$ cat config.mk
export PLATFORM = sky130hd
export DESIGN_NAME = pc_gen_unit
export DESIGN_NICKNAME = d
export VERILOG_FILES = /design/src/rtl/pc_gen_unit.sv
export SDC_FILE = /design/constraint.sdc
export NUM_CORES = 1
export LEC_CHECK = 0
export CAP_MARGIN = 20
export CORE_ASPECT_RATIO = 1.75
export CORE_MARGIN = 5
export CORE_UTILIZATION = 49
export DETAILED_ROUTE_END_ITERATION = 12
export PLACE_DENSITY = 0.95
export SLEW_MARGIN = 20
export SYNTH_ARGS = -nofsm -noshare
export SYNTH_HDL_FRONTEND = slang
export SYNTH_SLANG_ARGS = --single-unit
$ cat constraint.sdc
create_clock -name clk -period 3.3 [get_ports clk]
set_input_delay 0.66 -clock clk [delete_from_list [all_inputs] [get_ports clk]]
set_output_delay 0.66 -clock clk [all_outputs]
set_load 0.1 [all_outputs]
$ cat src/rtl/pc_gen_unit.sv
// pc_gen_unit: architectural PC owner issuing fetch PCs over valid/ready and stepping on EXU resolution.
// Optional misaligned-target trap enabled by defining PC_MISALIGN_CHK_EN.
module pc_gen_unit #(
    parameter int                XLEN         = 32,
    parameter logic [XLEN-1:0]   RESET_VECTOR = 32'h8000_0000,
    parameter int                CNT_W        = 64
) (
    input  logic             clk,
    input  logic             rst,
    output logic             ifu_pc_valid,
    input  logic             ifu_pc_ready,
    output logic [XLEN-1:0]  ifu_pc,
    input  logic             exu_valid,
    input  logic [1:0]       exu_kind,
    input  logic             exu_cmp,
    input  logic             exu_inv,
    input  logic [XLEN-1:0]  exu_target,
    input  logic             exu_halt,
    input  logic             trap_valid,
    input  logic [XLEN-1:0]  trap_vec,
    output logic             misalign,
    output logic [XLEN-1:0]  pc_cur,
    output logic             halted,
    output logic [CNT_W-1:0] retire_cnt
);
    typedef enum logic [1:0] {BOOT, ISSUE, WAIT, HALT} state_t;
    state_t           state_q, state_d;
    logic [XLEN-1:0]  pc_q, pc_d, seq, tgt, npc, tvec;
    logic [CNT_W-1:0] cnt_q, cnt_d;
    logic             mis_q, mis_d;
    always_comb begin
        seq     = pc_q + XLEN'(4);
        tgt     = {exu_target[XLEN-1:1], 1'b0};
        tvec    = {trap_vec[XLEN-1:2], 2'b00};
        npc     = (exu_kind == 2'b10 || (exu_kind == 2'b01 && (exu_cmp ^ exu_inv))) ? tgt : seq;
        state_d = state_q;
        pc_d    = pc_q;
        cnt_d   = cnt_q;
        mis_d   = 1'b0;
        case (state_q)
            BOOT:  state_d = ISSUE;
            ISSUE: state_d = ifu_pc_ready ? WAIT : ISSUE;
            WAIT: begin
                if (trap_valid) begin
                    pc_d    = tvec;
                    state_d = ISSUE;
                end else if (exu_valid && exu_halt) begin
                    cnt_d   = cnt_q + CNT_W'(1);
                    state_d = HALT;
                end else if (exu_valid) begin
                    state_d = ISSUE;
`ifdef PC_MISALIGN_CHK_EN
                    // A target landing on bit 1 redirects to the trap vector without retiring.
                    if (npc[1]) begin
                        mis_d = 1'b1;
                        pc_d  = tvec;
                    end else begin
                        pc_d  = npc;
                        cnt_d = cnt_q + CNT_W'(1);
                    end
`else
                    pc_d  = npc;
                    cnt_d = cnt_q + CNT_W'(1);
`endif
                end
            end
            default: state_d = HALT;
        endcase
    end
    always_ff @(posedge clk) begin
        if (rst) begin
            state_q <= BOOT;
            pc_q    <= RESET_VECTOR;
            cnt_q   <= '0;
            mis_q   <= 1'b0;
        end else begin
            state_q <= state_d;
            pc_q    <= pc_d;
            cnt_q   <= cnt_d;
            mis_q   <= mis_d;
        end
    end
    assign ifu_pc_valid = state_q == ISSUE;
    assign ifu_pc       = pc_q;
    assign pc_cur       = pc_q;
    assign halted       = state_q == HALT;
    assign retire_cnt   = cnt_q;
`ifdef PC_MISALIGN_CHK_EN
    assign misalign     = mis_q;
`else
    assign misalign     = 1'b0;
`endif
endmodule
==> flow_summary_export.csv <==
group,metric,value,unit
status,status,"finished, final reports clean",
clock_tree,tritoncts,"done",
synth,synth_compound_area_frac,0.202,
clock_tree,holdBufCountCts,0,
timing,slew_violations,0,
timing,min_period,2.46,ns
timing,max_freq,406,MHz
worst_setup_path,regToRegSetupSlack,0.84,ns
place,hpwl,13400,um
route,drt_pass1_iterations,5,
hold_path,whs_endpoint,"retire_cnt[37]$_SDFFE_PP0P_",
layout,drive_above_1_share,0.209,
synth,synth_edf_count,0,
synth,synth.mux.area_fraction,0.0164,
clock_tree,cts_resized,0,
clock_tree,clock_sinks,97,
synth,synth_xor_area_frac,0.0636,
synth,synth_adder_area_share,0.00443,
grt,antenna_found_initial,0,
clock_tree,clk_path_buf_depth,2,
timing,rsz0062_at_grt,"no",
power_and_ir_drop,p_leak,0.00283,uW
timing,setup_ws,0.838,ns
power_and_ir_drop,intPower,1950,uW
floorplanning,die_h,152,um
timing,setup-violations-final,0,
grt,grt_pass1_wl,29100,um
route,avgViaCountPerCell,6.12,
hold_path,hold_path.class,"reg -> reg",
timing,final.setup.tns,0,ns
clock_tree,post_cts_buffers,0,
clock_tree,cts_max_level,3,
layout,final_cells,1022,
power_and_ir_drop,switchingPower,859,uW
worst_setup_path,cp.required,3.58,ns
timing,clock_skew,0.00938,ns
synth,synth_largest_area_cell,"dfxtp_1",
timing,hold_viol_final,0,
place,place_worst_setup_slack,0.510,ns
synth,synth_common_cells,"dfxtp_1 (97), nor2_1 (68), a21oi_1 (60)",
worst_setup_path,endpoint_kind,"flop",
worst_setup_path,cp_max_fo,10,
floorplanning,die_area,13900,sq um
power_and_ir_drop,power_density,371,nW/um^2
synth,syn_avg_cell_area,7.86,sq um
floorplanning,ios,205,
route,ant_nets,0,
route,vias,6254,
clock_tree,cts_made_buffers,9,
layout,final_nets,958,
place,placedCellCount,1006,
power_and_ir_drop,pwr-share-seq,0.431,
timing,whs,0.510,ns
power_and_ir_drop,p_sw_frac,0.306,
clock_tree,path_clk_slew,0.07,ns
route,drcViolationCount,0,
synth,synthTopCellsByArea,"dfxtp_1 (34%), a21oi_1 (5.3%), buf_4 (4.5%), nor2_1 (4.5%), nand4_1 (4.4%)",
synth,synth_ff_type,"dfxtp_1",
timing,min_period_over_period,0.746,
synth,synth_simple_gate_area_share,0.290,
synth,netlist_instances,719,
power_and_ir_drop,peakVddDrop,0.000276,V
hold_path,worstHoldStart,"retire_cnt[37]$_SDFFE_PP0P_",
hold_path,hold_depth,2,
grt,grt_usage,0.250,
synth,post-synth-top-count-cell,"dfxtp_1",
worst_setup_path,r2r_cells,5,
synth,yosysTopAreaCellShare,0.344,
layout,synthToLayoutAreaGrowth,33.9,%
power_and_ir_drop,combPwrFrac,0.175,
timing,slew_headroom,0.400,
synth,syn_area,5650,sq um
floorplanning,start_util,0.493,
grt,grt_max_degree,44,
floorplanning,fp.dieW,91.2,um
grt,grt_pass1_vias,5994,
synth,ys_ff_latch,97,
worst_setup_path,regToRegStartpoint,"ifu_pc[5]$_SDFFE_PP0P_",
timing,tightest_slew,0.892,ns
worst_setup_path,crit_type,"in -> reg",
layout,postLayoutCoreUtil,0.660,
grt,grt_remaining_overflow,0,
worst_setup_path,r2r-end,"ifu_pc[19]$_SDFFE_PP0P_",
route,wl,18200,um
route,wire_per_inst,17.8,um
place,gp_congestion,0.880,
floorplanning,core_area,11500,sq um
worst_setup_path,critical_path.startpoint_type,"primary input",
worst_setup_path,worstPathArrival,2.74,ns
synth,synth_async_sr_flop_share,0,
synth,synth_cell_types,57,
synth,yosys_warnings,0,
place,portBuffers,198,
layout,antenna_cells,0,
synth,yosysSeqAreaShare,0.344,
floorplanning,rows,52,
power_and_ir_drop,p_clk_frac,0.394,
clock_tree,clk_latency,0.35,ns
route,drtIter0Drc,234,
flow_run,drv_cap,0,
clock_tree,cts_root_buffer,"clkbuf_16",
synth,synth_top_family_by_area,"simple AND/OR/NAND/NOR gates",
stage by stage:
stage	power, uW	area [sq um]
after floorplan	1570	5660
after global placement	1720	7250
after detailed placement	1720	7250
after CTS	2810	7560
after global routing	2890	7560
final	2800	7560
power by group through the flow:
stage               clock network, uW  registers [uW]  logic [uW]
floorplan                           0            1320         255
global placement                    0            1240         484
detailed placement                  0            1240         488
CTS                              1120            1210         489
global route                     1170            1210         513
finish                           1100            1210         490
layout by cell type (no fill, tap or decap), drive strengths merged, types with 27 or more instances in the layout:
| cell | instances |
|---|---|
| a21oi | 60 |
| buf | 150 |
| clkdlybuf4s50 | 68 |
| dfxtp | 97 |
| nand2 | 52 |
| nand3 | 34 |
| nand4 | 42 |
| nor2 | 68 |
| o21ai | 43 |
| xor2 | 27 |
cell type report:
type / instances / area (sq um)
Inverter: 15 / 56.3
Clock buffer: 9 / 225
Multi-Input combinational cell: 541 / 3280
Clock inverter: 7 / 83.8
Sequential cell: 97 / 1940
Fill cell: 966 / 3890
Timing Repair Buffer: 218 / 1800
Tap cell: 135 / 169
worst max path at each step:
| stage | startpoint | to | cells past startpoint |
|---|---|---|---|
| 6_report | exu_valid | retire_cnt[42]$_SDFFE_PP0P_ | 7 |
| 3_5_place_dp | exu_valid | retire_cnt[42]$_SDFFE_PP0P_ | 7 |
| 4_1_cts | exu_valid | retire_cnt[42]$_SDFFE_PP0P_ | 7 |
| 2_1_floorplan | retire_cnt[4]$_SDFFE_PP0P_ | retire_cnt[61]$_SDFFE_PP0P_ | 5 |
| 3_3_place_gp | exu_valid | retire_cnt[42]$_SDFFE_PP0P_ | 7 |
| 5_1_grt | ifu_pc[5]$_SDFFE_PP0P_ | ifu_pc[19]$_SDFFE_PP0P_ | 5 |
state kept, by name, indices dropped and copies added, names as in the netlist:
signal,count
ifu_pc,31
retire_cnt,64
state_q,2
worst max-delay path, cell delays in order:
cell             delay, ns
clkdlybuf4s50_1       0.51
nand4bb_1             0.13
buf_4                 0.19
nor3_4                0.31
nand3_2               0.23
or4_1                 0.57
a21oi_1               0.14
kinds of logic after synthesis:
group | Yosys count
flops | 97
fa+ha+maj | 2
xor+xnor | 41
compound gates | 184
buf+inv | 83
simple gates | 302
other cells | 1
mux | 9
per-layer routing:
metal | up-vias | GRT usage | share of wire
li1 | 2952 | - | -
met1 | 2941 | 0.269 | 0.36
met2 | 291 | 0.455 | 0.52
met3 | 70 | 0.0366 | 0.071
met4 | 0 | 0.140 | 0.048
met5 | - | 0 | 0
No activity file was read; power rests on OpenSTA's default activity.
